[src/rtl/sr_ff_bank.sv]
// Bank of WIDTH clocked SR cells with run-time S&R resolution, optional
// rising-edge qualification, sticky conflict flags and a masked interrupt.

module sr_ff_lane #(
  parameter logic RST_BIT = 1'b0
) (
  input  logic       clk,
  input  logic       rst_n,
  input  logic       s,
  input  logic       r,
  input  logic       en,
  input  logic [1:0] mode,
  input  logic       clr,
  input  logic       conflict_clr,
  output logic       q,
  output logic       qbar,
  output logic       conflict
);
  logic q_nxt;
  logic hit;

  assign hit = en & s & r & ~clr;

  always_comb begin
    q_nxt = q;
    if (clr) begin
      q_nxt = RST_BIT;
    end else if (en) begin
      case ({s, r})
        2'b10:   q_nxt = 1'b1;
        2'b01:   q_nxt = 1'b0;
        2'b11: begin
          case (mode)
            2'd0:    q_nxt = 1'b1;
            2'd1:    q_nxt = 1'b0;
            2'd2:    q_nxt = q;
            default: q_nxt = ~q;
          endcase
        end
        default: q_nxt = q;
      endcase
    end
  end

  // qbar is its own flop loaded with ~q_nxt so it never matches q
  always_ff @(posedge clk or negedge rst_n) begin
    if (!rst_n) begin
      q        <= RST_BIT;
      qbar     <= ~RST_BIT;
      conflict <= 1'b0;
    end else begin
      q    <= q_nxt;
      qbar <= ~q_nxt;
      if (hit)               conflict <= 1'b1;
      else if (conflict_clr) conflict <= 1'b0;
    end
  end
endmodule

module sr_ff_bank #(
  parameter int               WIDTH     = 4,
  parameter int               EDGE_MODE = 0,
  parameter logic [WIDTH-1:0] RESET_VAL = '0
) (
  input  logic             clk,
  input  logic             rst_n,
  input  logic [WIDTH-1:0] s,
  input  logic [WIDTH-1:0] r,
  input  logic [WIDTH-1:0] en,
  input  logic [1:0]       mode,
  input  logic             clr,
  input  logic [WIDTH-1:0] conflict_clr,
  input  logic [WIDTH-1:0] irq_mask,
  output logic [WIDTH-1:0] q,
  output logic [WIDTH-1:0] qbar,
  output logic [WIDTH-1:0] conflict,
  output logic             irq
);
  logic [WIDTH-1:0] s_eff;
  logic [WIDTH-1:0] r_eff;

  generate
    if (EDGE_MODE != 0) begin : g_edge
      logic [WIDTH-1:0] s_d;
      logic [WIDTH-1:0] r_d;
      // history tracks raw inputs every clock, independent of en/clr
      always_ff @(posedge clk or negedge rst_n) begin
        if (!rst_n) begin
          s_d <= '0;
          r_d <= '0;
        end else begin
          s_d <= s;
          r_d <= r;
        end
      end
      assign s_eff = s & ~s_d;
      assign r_eff = r & ~r_d;
    end else begin : g_lvl
      assign s_eff = s;
      assign r_eff = r;
    end
  endgenerate

  for (genvar i = 0; i < WIDTH; i++) begin : g_lane
    sr_ff_lane #(.RST_BIT(RESET_VAL[i])) u_lane (
      .clk         (clk),
      .rst_n       (rst_n),
      .s           (s_eff[i]),
      .r           (r_eff[i]),
      .en          (en[i]),
      .mode        (mode),
      .clr         (clr),
      .conflict_clr(conflict_clr[i]),
      .q           (q[i]),
      .qbar        (qbar[i]),
      .conflict    (conflict[i])
    );
  end

  always_ff @(posedge clk or negedge rst_n) begin
    if (!rst_n) irq <= 1'b0;
    else        irq <= |(q & irq_mask);
  end
endmodule

[config.mk]
export PLATFORM = sky130hd
export DESIGN_NAME = sr_ff_bank
export DESIGN_NICKNAME = d
export VERILOG_FILES = /design/src/rtl/sr_ff_bank.sv
export SDC_FILE = /design/constraint.sdc
export NUM_CORES = 1
export LEC_CHECK = 0
export CAP_MARGIN = 20
export CORE_ASPECT_RATIO = 0.9
export CORE_MARGIN = 5
export CORE_UTILIZATION = 40
export DETAILED_ROUTE_END_ITERATION = 6
export PLACE_DENSITY = 0.86
export SLEW_MARGIN = 15
export SYNTH_ARGS = -nofsm -noshare
export SYNTH_HDL_FRONTEND = slang
export SYNTH_SLANG_ARGS = --single-unit
[constraint.sdc]
create_clock -name clk -period 2.4 [get_ports clk]
set_input_delay 0.36 -clock clk [delete_from_list [all_inputs] [get_ports clk]]
set_output_delay 0.36 -clock clk [all_outputs]
set_load 0.02 [all_outputs]
Word-level counts from Yosys, hierarchy flattened:

Cells that the tools add are included.

* flip-flop bits (word level): 13
* input bits: 25

* equality and inequality tests: 14
* muxes and demuxes: 24
* bitwise operators: 22
* reduce and logical (&&, ||, !) cells: 6

Operators with widths (count)
* 1-bit case mux with 3 select lines: 8
* 2-bit equality test (second input constant): 9
* 1-bit 2-to-1 mux: 16
* 1-bit AND: 12
* 2-bit by 1-bit equality test with 1-bit output (second input constant): 5
* 1-bit NOT: 9
* 2-bit nonzero test: 4
* 4-bit AND: 1
* 4-bit OR reduction: 1
* 2-bit zero test: 1

Longest topological paths before layout:

Gate-level depths: netlist (run 1).

* word-level depth: 6
* gate-level depth with buffers: 4
* gate-level depth less buffers: 3

Cells and area by module:

Synthesis (run 1) repeated with hierarchy kept, for this count alone.

* cells, all modules: 60
* area, all modules: 609.3 um^2

By module, submodules not included
* sr_ff_lane: times used 4, cells an instance 14, area an instance 141.4 um^2
* sr_ff_bank: times used 1, cells an instance 4, area an instance 43.8 um^2

Least setup slack after synthesis (run 1):

OpenSTA, ideal clock, no wires.

* kind: in2reg
* start point: input port mode[0]
* end point: register g_lane[0].u_lane.qbar
* setup time: 0.094 ns
* data arrival time: 1.186 ns
* data required time: 2.306 ns
* path slack: 1.120 ns
* cell stages on the path: 4
* cells stage by stage: buf_6 > xnor2_1 > nor3b_1 > or4_1

* longest elaborated chain between the ends: 6
* elaborated cells on any way between the ends: 8
* classes of those cells: eq/ne (2); mux (4); bitwise (1); reduce/logical (1)

Ends and longest elaborated chain
* from (decl): RTL line 70 `input logic [1:0] mode,`
* 2-bit equality test (tied with other cells): RTL line 33 `case (mode)`
* 1-bit case mux with 3 select lines (*): RTL line 33
* 1-bit case mux with 3 select lines (*): RTL line 29 `case ({s, r})`
* 1-bit 2-to-1 mux (*): RTL line 28 `end else if (en) begin`
* 1-bit 2-to-1 mux (*): RTL line 26 `if (clr) begin`
* 1-bit NOT (*): RTL line 53 `qbar <= ~q_nxt;`
* to (signal assigned): RTL line 49 `qbar <= ~RST_BIT;`
* to (signal assigned): RTL line 53
* to (decl): RTL line 16 `output logic qbar,`

Every way passes the cells marked *; elsewhere a longest branch is shown, timed or not.
A chain may end at the register's enable or synchronous reset.

Final worst setup path (run 1):

* start point: register g_lane[0].u_lane.qbar
* end point: output port qbar[0]

RTL lines
* to (decl): RTL line 75 `output logic [WIDTH-1:0] qbar,`

No word-level cell between the ends.

==> results of run 1 <==
==> layout make-up <==
| cell class | count | area share [%] |
|---|---|---|
| clock buffers | 4 | 2.51 |
| flip-flops and latches | 13 | 31.6 |
| multi-input cells | 44 | 25.4 |
| inverters | 6 | 2.16 |
| well taps | 24 | 2.87 |
| repair buffers | 37 | 35.4 |
==> layer usage <==
layer  global-route usage (%)  wire [µm]  vias to the layer above
li1                         -          -                      316
met1                     16.5        762                      305
met2                     20.7        852                       23
met3                     1.78        112                        6
met4                     12.0         71                        0
met5                        0          0                        -
==> cell usage after synthesis <==
cell type	number
a22oi_1	2
buf_4	12
buf_6	1
or4_1	2
inv_1	6
nor2_1	4
o211ai_1	2
o21ai_0	4
nor4_1	2
nor2b_1	2
o211a_1	2
a21oi_1	8
xnor2_1	1
o32ai_1	2
nand2_1	7
nand4b_1	2
dfstp_2	4
clkbuf_1	1
nor3b_1	4
dfrtp_1	9
==> cells in the final DEF (no fill, tap or decap) <==
cell             synthesis  final
or4_1                    2      2
clkbuf_4                 0      3
o211ai_1                 2      2
dfstp_2                  4      4
o32ai_1                  2      2
o21ai_0                  4      4
clkbuf_1                 1      1
nor4_1                   2      2
dfrtp_1                  9      9
xnor2_1                  1      1
nor3b_1                  4      4
nor2_1                   4      4
nand4b_1                 2      2
a22oi_1                  2      2
a21oi_1                  8      8
o211a_1                  2      2
nand2_1                  7      7
nor2b_1                  2      2
inv_1                    6      6
clkdlybuf4s50_1          0     37
==> sequential cells by signal (all words and copies together), names as in the netlist <==
signal / count
irq: 1
g_lane.u_lane.conflict: 4
g_lane.u_lane.q: 4
g_lane.u_lane.qbar: 4
==> cell families (layout without fill, tap and decap cells) <==
group | Yosys count | in the layout
AND/OR/NAND/NOR | 23 | 23
XOR/XNOR | 1 | 1
AO/OA/AOI/OAI | 20 | 20
flip-flops | 13 | 13
buffers and inverters | 20 | 47
==> where the power goes <==
group	switching (W)	internal, W
Clock	0.0000727	0.0000642
Combinational	0.0000601	0.0000750
Sequential	0.00000913	0.000235
==> worst paths after layout <==
kind / to / slack (ns) / depth (start not counted)
hold reg to reg: g_lane[2].u_lane.conflict$_DFFE_PN0P_ / 0.53 / 2
setup reg to reg: g_lane[1].u_lane.qbar$_DFF_PN1_ / 1.31 / 2
hold / removal: g_lane[1].u_lane.conflict$_DFFE_PN0P_ / 0.45 / 1
min in group clk: g_lane[2].u_lane.conflict$_DFFE_PN0P_ / 0.53 / 2
max in group asynchronous: g_lane[3].u_lane.conflict$_DFFE_PN0P_ / 1.56 / 1
setup / recovery: qbar[0] / 0.64 / 1
==> metrics by stage <==
| stage | util [%] | hold WS [ns] | power, W |
|---|---|---|---|
| global route | 61.5 | 0.496 | 0.000546 |
| detailed placement | 59.9 | 0.521 | 0.000385 |
| global placement | 59.9 | 0.518 | 0.000380 |
| CTS | 61.5 | 0.466 | 0.000523 |
| finish | 61.5 | 0.448 | 0.000517 |
| floorplan | - | 0.0644 | 0.000318 |
==> impl_metrics.env, run 1 <==
export IMPL_synthAdderAreaFrac_pct=0
export IMPL_drc=0
export IMPL_yosys_area_share_simple_pct=17.8
export IMPL_dpl_instance_area_um2=1020
export IMPL_clockBufferDepth=2
export IMPL_fillerInstances=148
export IMPL_fp_dieH_um=50.3
export IMPL_crit_family="buffers and inverters"
export IMPL_synth_area_mux_share_pct=0
export IMPL_clk_latency_ns=0.27
export IMPL_post_cts_resize_count=0
export IMPL_numCtsBuffers=3
export IMPL_crit_path_start="g_lane[0].u_lane.qbar$_DFF_PN1_"
export IMPL_clock_sinks=13
export IMPL_synth_xor_area_share_pct=1.21
export IMPL_io_buffers=37
export IMPL_synth_warnings=0
export IMPL_drt_iter0_markers=7
export IMPL_synth_top_family_by_area="simple AND/OR/NAND/NOR gates"
export IMPL_num_vias=650
export IMPL_firstDrtPassIters=4
export IMPL_gp_congestion=0.824
export IMPL_synth_compound_area_share_pct=17.6
export IMPL_cts_tree="built"
export IMPL_rr_startpoint="g_lane[1].u_lane.q$_DFF_PN0_"
export IMPL_synth_nets=102
export IMPL_synthCells=77
export IMPL_status="finished, final reports clean"
export IMPL_grt_pass1_vias=638
export IMPL_rsz0062_at_grt="no"
export IMPL_multiInputGateArea_um2=265
export IMPL_cpPeakStageDelay_ns=0.60
export IMPL_dp_hpwl_mm=1.43
export IMPL_cp_cell_sequence="clkdlybuf4s50_1"
export IMPL_grt_overflow=0
export IMPL_max_cap_violations=0
export IMPL_clk_pin_slew_ns=0.09
export IMPL_setup_tns_ns=0
export IMPL_seq_area_um2=330
export IMPL_ant_nets=0
export IMPL_ctsHoldBuffers=0
export IMPL_worstMarginPinSlew_ns=0.580
export IMPL_critPathMaxFanout=1
export IMPL_dp_slack_ns=0.560
export IMPL_synth_area_leaders="dfrtp_1 (31%), dfstp_2 (15%), buf_4 (12%)"
export IMPL_cellLeakagePower_nw=0.422
export IMPL_hp_class="in -> async"
export IMPL_io_pins=38
export IMPL_synth_distinct_cells=20
export IMPL_grt_antenna_before_repair=0
export IMPL_syn_cell_area_um2=723
export IMPL_avgSynthCellArea_um2=9.39
export IMPL_nNetsFinal=130
export IMPL_synth_top_area_share_pct=31.1
export IMPL_post_route_period_util_pct=73.3
export IMPL_startpoint_type="register"
export IMPL_placedCellCount=124
export IMPL_die_area_um2=2760
export IMPL_power_density_nw_per_um2=494
export IMPL_finalNonFillerCells=128
export IMPL_grt_max_degree=14
export IMPL_antenna_cells=0
export IMPL_post_cts_buffers=0
export IMPL_start_util_pct=42.6
export IMPL_setup_viol=0
export IMPL_syn_to_final_growth_pct=44.5
export IMPL_synth_seq_cells=13
export IMPL_totalWireLength_mm=1.80
export IMPL_synth_seq_area_share_pct=45.7
export IMPL_die_w_um=54.8
export IMPL_path_class="reg -> out"
export IMPL_slew_viol_final=0
export IMPL_peakVddDrop_uv=209
export IMPL_finalCriticalPeriod_ns=1.76
export IMPL_crit_buf_inv=1
export IMPL_cp_end_kind="output pin"
export IMPL_critPathArrivalTime_ns=1.40
export IMPL_fp_coreArea_um2=1700
export IMPL_fin_worst_skew_ns=0.00871
export IMPL_wl_per_cell_um=14.1
export IMPL_grt_pass1_wl_mm=2.75
export IMPL_htreeDepth=1
export IMPL_final_design_area_no_fill_um2=1040
export IMPL_rows=14
export IMPL_timing_final_ws_setup_ns=0.641
export IMPL_synth_top_cell_by_area="dfrtp_1"
export IMPL_final_hold_viol_count=0
export IMPL_grt_total_usage_pct=13.7
export IMPL_clock_root_buffer="clkbuf_4"
export IMPL_vias_per_cell=5.08
export IMPL_relSlewSlack_pct=61.2
export IMPL_drive_gt1_share_pct=6.73
export IMPL_fmax_mhz=569
export IMPL_critPathRequiredTime_ns=2.04
export IMPL_critical_path_slowest_cell="clkdlybuf4s50_1"
Power figures use the tool's default switching activity.
==> run 2, diff against run 1 <==
CORE_UTILIZATION = 38   (was 40)
PLACE_DENSITY = 0.83   (was 0.86)
clock period = 1.71 ns   (was 2.4 ns; I/O delays follow)
==> run 2 against run 1 <==
Effect of this change:
- clock skew decreased by 0.0078 ns
- via count increased by 2.3%
- worst hold slack got worse by 0.090 ns
- sequential share of layout area decreased by 0.70 points
- critical path depth unchanged
- combinational power increased by 46%
==> impl_metrics.env, run 2 (same netlist as run 1, synthesis figures left out) <==
export IMPL_cp_cell_sequence="clkdlybuf4s50_1"
export IMPL_vias_per_cell=5.04
export IMPL_power_density_nw_per_um2=684
export IMPL_grt_pass1_wl_mm=2.99
export IMPL_finalCriticalPeriod_ns=1.65
export IMPL_clk_pin_slew_ns=0.08
export IMPL_cp_end_kind="output pin"
export IMPL_grt_total_usage_pct=13.6
export IMPL_post_cts_resize_count=0
export IMPL_drive_gt1_share_pct=9.35
export IMPL_nNetsFinal=133
export IMPL_final_hold_viol_count=0
export IMPL_fin_worst_skew_ns=0.000870
export IMPL_drc=0
export IMPL_clk_latency_ns=0.27
export IMPL_gp_congestion=0.754
export IMPL_p_sw_share_pct=27.4
export IMPL_post_route_period_util_pct=96.7
export IMPL_die_area_um2=2880
export IMPL_post_cts_buffers=0
export IMPL_final_cell_mix="clkdlybuf4s50_1 (37), dfrtp_1 (9), a21oi_1 (8)"
export IMPL_clockBufferDepth=2
export IMPL_hp_class="in -> async"
export IMPL_setup_tns_ns=0
export IMPL_crit_buf_inv=1
export IMPL_rows=15
export IMPL_fmax_mhz=605
export IMPL_critical_path_slowest_cell="clkdlybuf4s50_1"
export IMPL_path_class="reg -> out"
export IMPL_wl_per_cell_um=14.3
export IMPL_ctsHoldBuffers=0
export IMPL_ant_nets=0
export IMPL_dp_hpwl_mm=1.51
export IMPL_firstDrtPassIters=4
export IMPL_critPathMaxFanout=1
export IMPL_clock_sinks=13
export IMPL_startpoint_type="register"
export IMPL_grt_antenna_before_repair=0
export IMPL_timing_final_ws_setup_ns=0.0569
export IMPL_htreeDepth=1
export IMPL_critPathArrivalTime_ns=1.40
export IMPL_die_w_um=56.0
export IMPL_share_comb_of_total_power_pct=27.0
export IMPL_io_pins=38
export IMPL_rsz0062_at_grt="no"
export IMPL_totalWireLength_mm=1.88
export IMPL_cellLeakagePower_nw=0.436
export IMPL_grt_max_degree=14
export IMPL_clock_root_buffer="clkbuf_4"
export IMPL_fp_coreArea_um2=1860
export IMPL_max_cap_violations=0
export IMPL_fp_dieH_um=51.4
export IMPL_setup_viol=0
export IMPL_grt_pass1_vias=646
export IMPL_p_int_w=0.000531
export IMPL_num_vias=665
export IMPL_dp_slack_ns=0.0266
export IMPL_slew_viol_final=0
export IMPL_numCtsBuffers=3
export IMPL_syn_to_final_growth_pct=47.8
export IMPL_antenna_cells=0
export IMPL_cpPeakStageDelay_ns=0.60
export IMPL_layout_commonest_cell="clkdlybuf4s50_1"
export IMPL_worstMarginPinSlew_ns=0.599
export IMPL_peakVddDrop_uv=309
export IMPL_biggestRegsByFlops="g_lane.u_lane.conflict: 4 flops, g_lane.u_lane.q: 4 flops, g_lane.u_lane.qbar: 4 flops"
export IMPL_critPathRequiredTime_ns=1.45
export IMPL_grt_overflow=0
export IMPL_status="finished, final reports clean"
export IMPL_power_switching_w=0.000200
export IMPL_start_util_pct=38.9
export IMPL_clockPowerShare_pct=26.0
export IMPL_cts_tree="built"
export IMPL_drt_iter0_markers=11
export IMPL_power_share_sequential_pct=47.0
export IMPL_crit_family="buffers and inverters"
export IMPL_io_buffers=37
export IMPL_relSlewSlack_pct=60.0
run 2: cell types whose count changed in the layout (fill, tap and decap cells not counted), sizes merged:
cell,delta
buf,+3
run 2: per-layer routing:
metal  share of wire (%)  global-route usage, %
met1                  39                   14.4
met2                  52                   24.1
met3                 7.7                   4.29
met4                 1.6                   7.11
met5                   0                      0
run 2: final cells by class:
type / instances / area [µm²]
multi-input combinational: 44 / 265
tap: 25 / 31.3
fill: 155 / 790
inverter: 6 / 22.5
sequential: 13 / 330
clock buffer: 4 / 26.3
timing repair buffer: 40 / 393
run 2: metrics by stage:
step	hold WS, ns	utilization, %	instance area (µm²)	total power [W]	cells
2_1_floorplan	-0.0391	-	723	0.000446	77
3_3_place_gp	0.512	56.1	1040	0.000540	128
3_5_place_dp	0.515	56.1	1040	0.000547	128
4_1_cts	0.367	57.5	1070	0.000740	132
5_1_grt	0.385	57.5	1070	0.000774	132
6_report	0.358	57.5	1070	0.000731	132
run 2: power groups by stage:
stage               clock network, W  registers, W  logic (W)
floorplan                          0      0.000350  0.0000966
global placement                   0      0.000348   0.000192
detailed placement                 0      0.000350   0.000197
CTS                         0.000198      0.000344   0.000198
global route                0.000219      0.000346   0.000210
finish                      0.000190      0.000344   0.000197
run 2: worst reg2reg max path, delay by kind of cell (launching register included):
| kind | cells | cell delay, ns |
|---|---|---|
| flip-flops | 1 | 0.42 |
| AND/OR/NAND/NOR | 2 | 0.60 |
run 2: worst paths after layout:
kind / start / endpoint / slack [ns] / cells past startpoint
max: g_lane[0].u_lane.qbar$_DFF_PN1_ / qbar[0] / 0.06 / 1
min: rst_n / g_lane[1].u_lane.conflict$_DFFE_PN0P_ / 0.36 / 1
max reg2reg: g_lane[0].u_lane.q$_DFF_PN0_ / g_lane[0].u_lane.qbar$_DFF_PN1_ / 0.61 / 2
min reg2reg: g_lane[2].u_lane.conflict$_DFFE_PN0P_ / g_lane[2].u_lane.conflict$_DFFE_PN0P_ / 0.53 / 2
max in group asynchronous: rst_n / g_lane[0].u_lane.q$_DFF_PN0_ / 0.97 / 1
min in group clk: conflict_clr[1] / g_lane[1].u_lane.conflict$_DFFE_PN0P_ / 0.52 / 2
==> run 3, diff against run 2 <==
CORE_MARGIN = unset   (was 5)
REMOVE_ABC_BUFFERS = 1   (was unset)
==> run 3 against run 2 <==
Effect of this change:
- combinational power about the same
- clock power is 4% lower
- fmax is 0.92% higher
- power is 1.4% lower
- largest cell class unchanged
- first-iteration DRC count fell by 64%
- sequential cell count unchanged
==> impl_metrics.env, run 3 (same netlist as run 1, synthesis figures left out) <==
export IMPL_status="finished, final reports clean"
export IMPL_rows=14
export IMPL_cp_cell_sequence="clkdlybuf4s50_1"
export IMPL_grt_pass1_wl_mm=2.47
export IMPL_slew_viol_final=0
export IMPL_p_sw_share_pct=26.4
export IMPL_cellLeakagePower_nw=0.436
export IMPL_final_cell_mix="clkdlybuf4s50_1 (37), dfrtp_1 (9), a21oi_1 (8)"
export IMPL_fp_coreArea_um2=1730
export IMPL_post_cts_resize_count=0
export IMPL_finalCriticalPeriod_ns=1.64
export IMPL_timing_final_ws_setup_ns=0.0719
export IMPL_gp_congestion=0.730
export IMPL_post_route_period_util_pct=95.8
export IMPL_fmax_mhz=610
export IMPL_crit_buf_inv=1
export IMPL_setup_tns_ns=0
export IMPL_power_share_sequential_pct=47.6
export IMPL_clk_pin_slew_ns=0.08
export IMPL_cpPeakStageDelay_ns=0.59
export IMPL_worst_hold_slack_ns=0.350
export IMPL_drt_iter0_markers=4
export IMPL_power_switching_w=0.000190
export IMPL_clockBufferDepth=2
export IMPL_htreeDepth=1
export IMPL_startpoint_type="register"
export IMPL_share_comb_of_total_power_pct=27.0
export IMPL_ctsHoldBuffers=0
export IMPL_critPathRequiredTime_ns=1.45
export IMPL_r2r_cells=2
export IMPL_clockPowerShare_pct=25.4
export IMPL_path_class="reg -> out"
export IMPL_dp_hpwl_mm=1.25
export IMPL_drive_gt1_share_pct=9.35
export IMPL_cp_end_kind="output pin"
export IMPL_grt_antenna_before_repair=0
export IMPL_setup_viol=0
export IMPL_power_density_nw_per_um2=675
export IMPL_clock_sinks=13
export IMPL_max_cap_violations=0
export IMPL_die_area_um2=2080
export IMPL_firstDrtPassIters=4
export IMPL_p_int_w=0.000530
export IMPL_die_w_um=48.0
export IMPL_placedCellCount=127
export IMPL_hp_class="in -> async"
export IMPL_rsz0062_at_grt="no"
export IMPL_biggestRegsByFlops="g_lane.u_lane.conflict: 4 flops, g_lane.u_lane.q: 4 flops, g_lane.u_lane.qbar: 4 flops"
export IMPL_critPathArrivalTime_ns=1.38
export IMPL_grt_max_degree=14
export IMPL_final_hold_viol_count=0
export IMPL_drc=0
export IMPL_critical_path_slowest_cell="clkdlybuf4s50_1"
export IMPL_layout_commonest_cell="clkdlybuf4s50_1"
export IMPL_num_vias=659
export IMPL_cts_tree="built"
export IMPL_worstMarginPinSlew_ns=0.571
export IMPL_wl_per_cell_um=12.3
export IMPL_syn_to_final_growth_pct=47.6
export IMPL_clock_root_buffer="clkbuf_4"
export IMPL_clk_latency_ns=0.27
export IMPL_critPathMaxFanout=1
export IMPL_crit_family="buffers and inverters"
export IMPL_relSlewSlack_pct=61.8
export IMPL_fp_dieH_um=43.4
export IMPL_totalWireLength_mm=1.61
export IMPL_dp_slack_ns=0.0796
export IMPL_vias_per_cell=5.03
export IMPL_crit_cells=1
export IMPL_start_util_pct=41.7
export IMPL_grt_pass1_vias=655
export IMPL_antenna_cells=0
export IMPL_ant_nets=0
export IMPL_numCtsBuffers=3
export IMPL_peakVddDrop_uv=371
export IMPL_post_cts_buffers=0
export IMPL_grt_overflow=0
export IMPL_io_buffers=37
export IMPL_io_pins=38
export IMPL_nNetsFinal=133
export IMPL_grt_total_usage_pct=17.2
export IMPL_fin_worst_skew_ns=0.00470
export IMPL_finalNonFillerCells=131
[run 3: cell counts in the layout (fill, tap and decap cells not counted)]
Identical to the previous run, type by type.
[run 3: stage by stage]
step | utilization, % | power [W] | cell area [µm²]
floorplan | - | 0.000417 | 618
global placement | 60.0 | 0.000540 | 1040
detailed placement | 60.0 | 0.000544 | 1040
CTS | 61.5 | 0.000732 | 1070
global route | 61.5 | 0.000758 | 1070
finish | 61.5 | 0.000721 | 1070
[run 3: routing by layer]
layer / track usage (%) / vias up / part of all wire, %
met5: 0 / - / 0
met4: 8.33 / 0 / 0.81
met3: 4.17 / 2 / 9.2
met2: 30.0 / 32 / 46
met1: 18.8 / 301 / 44
li1: - / 324 / -
[run 3: layout make-up]
type / count / area [µm²]
inverter: 6 / 22.5
tap: 24 / 30.0
timing repair buffer: 40 / 393
sequential: 13 / 330
multi-input combinational: 44 / 265
clock buffer: 4 / 26.3
fill: 150 / 667
[run 3: path summary, 6_finish.rpt]
path | startpoint | endpoint | slack (ns)
max | g_lane[1].u_lane.qbar$_DFF_PN1_ | qbar[1] | 0.07
min | rst_n | g_lane[1].u_lane.q$_DFF_PN0_ | 0.35
max in group asynchronous | rst_n | g_lane[2].u_lane.qbar$_DFF_PN1_ | 0.98
min in group clk | g_lane[3].u_lane.conflict$_DFFE_PN0P_ | g_lane[3].u_lane.conflict$_DFFE_PN0P_ | 0.54
min reg2reg | g_lane[3].u_lane.conflict$_DFFE_PN0P_ | g_lane[3].u_lane.conflict$_DFFE_PN0P_ | 0.54
max reg2reg | g_lane[1].u_lane.q$_DFF_PN0_ | g_lane[1].u_lane.qbar$_DFF_PN1_ | 0.61
[run 3: power groups by stage]
stage                     Sequential [W]  Combinational, W  Clock [W]
after floorplan                 0.000373         0.0000441          0
after CTS                       0.000344          0.000197   0.000191
after global placement          0.000348          0.000191          0
after detailed placement        0.000349          0.000195          0
final                           0.000343          0.000195   0.000183
after global routing            0.000346          0.000212   0.000200
